===== config.mk =====
export PLATFORM = sky130hd
export DESIGN_NAME = bus_slave_port
export DESIGN_NICKNAME = d
export VERILOG_FILES = /design/src/rtl/bus_pkg.sv /design/src/rtl/ser_shift.sv /design/src/rtl/bus_slave_port.sv
export SDC_FILE = /design/constraint.sdc
export NUM_CORES = 1
export LEC_CHECK = 0
export BUFFER_PORTS_ARGS = -buffer_cell sky130_fd_sc_hd__buf_4
export CAP_MARGIN = 20
export CORE_MARGIN = 8
export CORE_UTILIZATION = 55
export DETAILED_ROUTE_END_ITERATION = 6
export PLACE_DENSITY = 0.78
export SLEW_MARGIN = 20
export SYNTH_ARGS = -nofsm -noshare
export SYNTH_HDL_FRONTEND = slang
export SYNTH_SLANG_ARGS = --single-unit

===== constraint.sdc =====
create_clock -name clk -period 3.34 [get_ports clk]
set_input_delay 0.668 -clock clk [delete_from_list [all_inputs] [get_ports clk]]
set_output_delay 0.668 -clock clk [all_outputs]
set_load 0.01 [all_outputs]

===== src/rtl/bus_pkg.sv =====
// bus_pkg: shared widths, response codes and FSM encoding for the bus slave port.
package bus_pkg;
    localparam int ADDR_W = 12;
    localparam int DATA_W = 8;
    localparam int DEPTH  = 16;
    localparam int IDX_W  = $clog2(DEPTH);
    localparam int CNT_W  = 4;

    typedef enum logic [1:0] {
        RSP_OKAY  = 2'b00,
        RSP_ERROR = 2'b01,
        RSP_RETRY = 2'b10,
        RSP_SPLIT = 2'b11
    } resp_e;

    typedef enum logic [2:0] {
        S_IDLE,
        S_ADDR,
        S_DECODE,
        S_SPLIT,
        S_WDATA,
        S_RDATA,
        S_RESP
    } state_e;

    function automatic logic addr_in_range(input logic [ADDR_W-1:0] a);
        return a < ADDR_W'(DEPTH);
    endfunction
endpackage


===== src/rtl/ser_shift.sv =====
// ser_shift: shift register with parallel load; shifts serial data in at the LSB, MSB is the serial output.
module ser_shift #(
    parameter int W = 8
) (
    input  logic         clk,
    input  logic         rst,
    input  logic         i_load,
    input  logic         i_shift,
    input  logic         i_ser,
    input  logic [W-1:0] i_par,
    output logic [W-1:0] o_par
);
    logic [W-1:0] r_q;

    always_ff @(posedge clk) begin
        if (!rst)
            r_q <= '0;
        else if (i_load)
            r_q <= i_par;
        else if (i_shift)
            r_q <= {r_q[W-2:0], i_ser};
    end

    assign o_par = r_q;
endmodule


===== src/rtl/bus_slave_port.sv =====
// bus_slave_port: serially addressed register-file slave with OKAY/ERROR/RETRY/SPLIT responses.
module bus_slave_port
    import bus_pkg::*;
(
    input  logic       clk,
    input  logic       rst,
    input  logic       sel,
    input  logic       read_write,
    input  logic       a_in,
    input  logic       d_in,
    input  logic       hold,
    output logic       d_out,
    output logic       d_out_valid,
    output logic       ready,
    output logic [1:0] response,
    output logic       split
);
    state_e r_state, w_next;
    resp_e r_resp, w_resp;
    logic [CNT_W-1:0] r_cnt;
    logic r_rw, r_wr_pend;
    logic [DATA_W-1:0] r_mem [DEPTH];
    logic [ADDR_W-1:0] w_addr;
    logic [DATA_W-1:0] w_data;
    logic [IDX_W-1:0] w_idx;
    logic w_addr_shift, w_data_shift, w_data_load, w_cnt_clr, w_cnt_inc, w_we, w_wr_pend_set;

    assign w_idx = w_addr[IDX_W-1:0];

    ser_shift #(.W(ADDR_W)) u_addr (
        .clk    (clk),
        .rst    (rst),
        .i_load (1'b0),
        .i_shift(w_addr_shift),
        .i_ser  (a_in),
        .i_par  ('0),
        .o_par  (w_addr)
    );

    // One data register serves both directions: shifts d_in in for writes, shifts the loaded word out for reads.
    ser_shift #(.W(DATA_W)) u_data (
        .clk    (clk),
        .rst    (rst),
        .i_load (w_data_load),
        .i_shift(w_data_shift),
        .i_ser  (d_in),
        .i_par  (r_mem[w_idx]),
        .o_par  (w_data)
    );

    always_comb begin
        w_next        = r_state;
        w_resp        = r_resp;
        w_addr_shift  = 1'b0;
        w_data_shift  = 1'b0;
        w_data_load   = 1'b0;
        w_cnt_clr     = 1'b0;
        w_cnt_inc     = 1'b0;
        w_we          = 1'b0;
        w_wr_pend_set = 1'b0;
        case (r_state)
            S_IDLE: begin
                w_next    = sel ? S_ADDR : S_IDLE;
                w_cnt_clr = sel;
            end
            S_ADDR: begin
                if (!sel) begin
                    w_next = S_RESP;
                    w_resp = RSP_RETRY;
                end else begin
                    w_addr_shift = 1'b1;
                    w_next       = (r_cnt == CNT_W'(ADDR_W - 1)) ? S_DECODE : S_ADDR;
                    w_cnt_clr    = r_cnt == CNT_W'(ADDR_W - 1);
                    w_cnt_inc    = r_cnt != CNT_W'(ADDR_W - 1);
                end
            end
            S_DECODE: begin
                if (!addr_in_range(w_addr)) begin
                    w_next = S_RESP;
                    w_resp = RSP_ERROR;
                end else begin
                    w_next      = hold ? S_SPLIT : r_rw ? S_WDATA : S_RDATA;
                    w_data_load = !hold && !r_rw;
                end
            end
            S_SPLIT: begin
                w_next      = hold ? S_SPLIT : r_rw ? S_WDATA : S_RDATA;
                w_data_load = !hold && !r_rw;
            end
            S_WDATA: begin
                // The extra commit cycle after the last bit writes memory regardless of sel.
                if (r_wr_pend) begin
                    w_we   = 1'b1;
                    w_next = S_RESP;
                    w_resp = RSP_OKAY;
                end else if (!sel) begin
                    w_next = S_RESP;
                    w_resp = RSP_RETRY;
                end else begin
                    w_data_shift  = 1'b1;
                    w_wr_pend_set = r_cnt == CNT_W'(DATA_W - 1);
                    w_cnt_inc     = r_cnt != CNT_W'(DATA_W - 1);
                end
            end
            S_RDATA: begin
                if (!sel) begin
                    w_next = S_RESP;
                    w_resp = RSP_RETRY;
                end else begin
                    w_data_shift = 1'b1;
                    w_next       = (r_cnt == CNT_W'(DATA_W - 1)) ? S_RESP : S_RDATA;
                    w_resp       = (r_cnt == CNT_W'(DATA_W - 1)) ? RSP_OKAY : r_resp;
                    w_cnt_inc    = r_cnt != CNT_W'(DATA_W - 1);
                end
            end
            S_RESP:  w_next = S_IDLE;
            default: w_next = S_IDLE;
        endcase
    end

    always_ff @(posedge clk) begin
        if (!rst) begin
            r_state   <= S_IDLE;
            r_resp    <= RSP_OKAY;
            r_cnt     <= '0;
            r_rw      <= 1'b0;
            r_wr_pend <= 1'b0;
            for (int i = 0; i < DEPTH; i++)
                r_mem[i] <= '0;
        end else begin
            r_state   <= w_next;
            r_resp    <= w_resp;
            r_cnt     <= w_cnt_clr ? '0 : w_cnt_inc ? r_cnt + CNT_W'(1) : r_cnt;
            r_rw      <= (r_state == S_IDLE && sel) ? read_write : r_rw;
            r_wr_pend <= w_wr_pend_set;
            if (w_we)
                r_mem[w_idx] <= w_data;
        end
    end

    assign split       = (r_state == S_SPLIT) && hold;
    assign ready       = (r_state == S_IDLE) || (r_state == S_RESP);
    assign response    = (r_state == S_RESP) ? r_resp : split ? RSP_SPLIT : RSP_OKAY;
    assign d_out_valid = r_state == S_RDATA;
    assign d_out       = d_out_valid & w_data[DATA_W-1];
endmodule


# ---- After elaboration in Yosys (flattened, before gate mapping)
# Memory sizes are Yosys's and may differ from the RTL's. A register that Yosys moved wholly into a read port is not among the register bits.
# Cells that the tools add are included.
dict set report op_classes {
  muxes 44
  eq_ne 13
  n_addsub 1
  n_reduce_logical 13
  n_lt_le_gt_ge 1
  n_bitwise 4
}
# cell n
set ops {}
lappend ops {{$mux W8} 3}
lappend ops {{$mux W2} 10}
lappend ops {{$pmux W3 S6} 1}
lappend ops {{$mux W1} 17}
lappend ops {{$mux W3} 5}
lappend ops {{$lt A12 B5 Y1 const B} 1}
lappend ops {{$mux W4} 3}
lappend ops {{$eq A3 B3 Y1 const B} 3}
lappend ops {{$pmux W2 S4} 1}
lappend ops {{$reduce_or A8 Y1} 1}
lappend ops {{$eq A3 B2 Y1 const B} 2}
lappend ops {{$pmux W1 S2} 3}
lappend ops {{$add A4 B1 Y4 const B} 1}
lappend ops {{$eq A4 B3 Y1 const B} 1}
lappend ops {{$eq A4 B4 Y1 const B} 1}
lappend ops {{$ne A4 B3 Y1 const B} 1}
lappend ops {{$ne A4 B4 Y1 const B} 1}
lappend ops {{$reduce_bool A4 Y1} 1}
lappend ops {{$reduce_or A4 Y1} 1}
lappend ops {{$eq A3 B1 Y1 const B} 1}
lappend ops {{$logic_and A1 B1 Y1} 3}
lappend ops {{$logic_not A3 Y1} 1}
lappend ops {{$ne A3 B2 Y1 const B} 1}
lappend ops {{$ne A3 B3 Y1 const B} 1}
lappend ops {{9 further kinds} 12}
dict set report totals {
  word_cells 84
  ramBits 128
  input_bits 7
  output_inout_bits 6
  memories 1
  reg_bits 31
}
# memory words width read_ports rd_clocked_by_memory_dff wr line_no
set memory_table {}
lappend memory_table {r_mem 16 8 1 1 16 bus_slave_port.sv:22} ;# logic [DATA_W-1:0] r_mem [DEPTH];

# ---- Logic depth before layout (Yosys ltp)
dict set report depth {
  depth_word 7
  depth_mapped 6
  mapped_depth_nobuf 5
}

# ---- Cells and area by module
# A second synthesis with hierarchy kept.
dict set report hier_totals {
  hier_cells 575
  hier_area_um2 7928.9
}
# mod seq_area_each_um2 instances cells_each area_per_inst_um2
set by_module_without_submodules {}
lappend by_module_without_submodules {bus_slave_port 4063.9 1 488 6854.1}
lappend by_module_without_submodules {{ser_shift (u_addr)} 240.2 1 52 634.4}
lappend by_module_without_submodules {{ser_shift (u_data)} 160.2 1 35 440.4}

# ---- Worst setup path after synthesis
# OpenSTA, ideal clock, no wires.
dict set report synth_path {
  path_type {input to register}
  startpoint {in rst}
  endpoint {mem r_mem[0][0] (enable)}
  slack_ns 0.985
  stages 6
  arrival_time_ns 2.021
  t_required_ns 3.006
  setup_time_ns 0.334
  path_buffers 2
  path_cell_list {buf_2 > nand3b_1 > or4b_1 > buf_2 > nor3_4 > nand2b_1}
}
# item line_no
set synth_lines {}
lappend synth_lines {{start, declared} bus_slave_port.sv:6} ;# input logic rst,
lappend synth_lines {{end, declared} bus_slave_port.sv:22}

==> impl_metrics.toml <==
[power_and_ir_drop]
p_int_mw = 3.66
leakagePower_nw = 3.01
vdd_drop_max_v = 0.000349
power_density_nw_per_um2 = 545
clock_power_share_pct = 44.0
switchingPower_mw = 1.02
seqPwrFrac_pct = 50.6
power_switching_share_pct = 21.8
combPwrFrac_pct = 5.4

[timing]
finalWorstSetupSlack_ps = 721
finalSetupViolations = 0
drv_slew = 0
fmax_mhz = 382
period_minus_slack_ps = 2620
rsz0062_at_grt = "false"
fin_tns_setup_ps = 0
tightest_slew_ps = 917
min_period_over_period_pct = 78.4
skew_ps = 6.28
slew_headroom_pct = 37.3
hold_violations = 0

[routing]
wirelength_mm = 16.2
wire_per_inst_um = 20.7
dr.pass1.iters = 5
num_vias = 4791
drtAntennaViolNets = 0
drtIter0Drc = 508
via_per_inst = 6.13
drc = 0

[yosys]
ys_top_cells_by_count = "129 x and2_1, 128 x edfxtp_1, 35 x dfxtp_1, 35 x nand2_1, 23 x a21oi_1"
synth-seq-cells = 163
ys_seq_area_share_pct = 58.8
synth_top_cell_by_area = "edfxtp_1"
synth_nets = 591
synth-async-reset-ratio_pct = 0
synth_edf_count = 128
synth_area_leaders = "edfxtp_1 50%, and2_1 10%, dfxtp_1 9.1%"
syn_inst = 583
yosysTopAreaCellShare_pct = 49.8
synth_cell_types = 55
synth_ff_type = "edfxtp_1"
netlist_area_um2 = 7720
yosysWarnings = 0
yosysMostFrequentCell = "and2_1"
avgSynthCellArea_um2 = 13.2

[run_status]
status = "complete, no violations"

[clocking]
clockBufferDepth = 2
cts_tree = "built"
clkSinkCount = 163
cts_setup_buffers = 0
hold_buffers = 0
clkTransAtPathRegs_ps = 60
clock-root-buffer = "clkbuf_16"
htree_num_levels = 4
insertion_delay_ps = 420
post_cts_resized = 0
numCtsBuffers = 17

[finish]
fillers = 1011
nets = 597
synthToLayoutAreaGrowth_pct = 11.1
drive_above_1_share_pct = 15.1
stdcell_area_um2 = 8580
diodes = 0

[global_route]
grt_pass1_wl_mm = 25.8
grt-ovfl-total = 0
grt_use_total_pct = 18.9
grt_pass1_vias = 4722
grt_max_degree = 33
antenna_found_initial = 0

[floorplanning]
start_util_pct = 55.9
ios = 13
fp-row-count = 43
dieArea_um2 = 18100
coreArea_um2 = 13800
die_x_um = 135
die_h_um = 135

[setup_path]
required_ps = 3610
crit_arrival_ps = 2890
crit_path_max_fanout = 12
path_class = "flop to flop"
worstSetupStartpointType = "flop"
worst_setup_path_end_kind = "flop"

[job]
maxCapViolations = 0

[min_path]
hold_path.class = "flop to flop"

[placement]
gp_congestion = 0.895
post-dp-hpwl_mm = 11.0
portBuffers = 12
placement.cell_area_um2 = 7950
pre_cts_ws_ps = 511
[worst max-delay path, stage by stage (launching register included)]
cell and delay, ps:
dfxtp_2 580, buf_4 260, mux4_1 610, nor2b_1 160, a2111oi_0 730, a2111oi_1 130
[worst paths after layout]
check	from	endpoint	slack, ps	cells after the start
min reg2reg	u_addr.o_par[11]$_SDFFE_PN0P_	u_addr.o_par[11]$_SDFFE_PN0P_	470	2
max reg2reg	flop	u_data.o_par[2]$_SDFFE_PN0P_	720	5
min	u_addr.o_par[11]$_SDFFE_PN0P_	u_addr.o_par[11]$_SDFFE_PN0P_	470	2
max	flop	u_data.o_par[2]$_SDFFE_PN0P_	720	5
[power groups by stage]
stage               Sequential (mW)  Combinational, mW  Clock, mW
detailed placement             2.41              0.251          0
CTS                            2.36              0.253       2.07
global placement               2.40              0.245          0
finish                         2.36              0.254       2.05
floorplan                      2.33              0.211          0
global route                   2.37              0.278       2.16
[final cells by class]
class                           count  area (µm²)  share of cell area (%)
Tap cell                          180         225                    2.62
Multi-Input combinational cell    378        2970                    34.6
Sequential cell                   163        4550                    53.0
Clock buffer                       19         453                    5.28
Timing Repair Buffer               23         185                    2.16
Clock inverter                     13         181                    2.11
Inverter                            6        22.5                   0.262
[state kept, by name (all words and copies together) (netlist names), named ones only]
register / flops
r_cnt: 4
r_mem: 128
r_resp: 2
r_rw: 1
r_state: 3
r_wr_pend: 1
u_addr.o_par: 12
u_data.o_par: 8
[placed cells by master (no fill, tap or decap), types with 4 or more instances in the layout]
cell        synthesis  routed
mux2i_1            11      11
buf_4               2      22
a2111oi_1           8       8
dfxtp_1            35      34
a21oi_1            23      23
edfxtp_1          128     128
nor2_1             15      15
and3_1              4       4
nand3_1             7       7
o21ai_0             4       4
and2_1            129     129
clkbuf_16           0      17
mux4_1             11      11
nand3b_1            5       5
o21ai_1            15      15
nand2b_1           11      11
mux4_2             21      21
nor2b_1            19      19
a2111oi_0          16      16
bufinv_16           0       4
nand2_1            35      35
clkinvlp_4          0       4
[kinds of logic after synthesis]
family	synth area share (%)
buf+inv	2.72
simple gates	19.7
compound gates	7.32
flops	58.8
mux	11.3
fa+ha+maj	0.162
[routing by layer]
| metal | GRT usage, % | routed length (µm) | vias up |
|---|---|---|---|
| met5 | 0 | 0 | - |
| met4 | 9.48 | 417 | 0 |
| met3 | 3.71 | 960 | 38 |
| met2 | 29.8 | 7880 | 190 |
| met1 | 24.4 | 6940 | 2366 |
| li1 | - | - | 2197 |
[stage by stage]
step / power [mW] / std cells / util, % / hold WS [ps]
after floorplan: 2.54 / 583 / - / 429
after global placement: 2.64 / 750 / 57.5 / 454
after detailed placement: 2.66 / 750 / 57.5 / 460
after CTS: 4.69 / 782 / 62.1 / 468
after global routing: 4.81 / 782 / 62.1 / 489
final: 4.67 / 782 / 62.1 / 469
(Power assumes the default switching activity.)
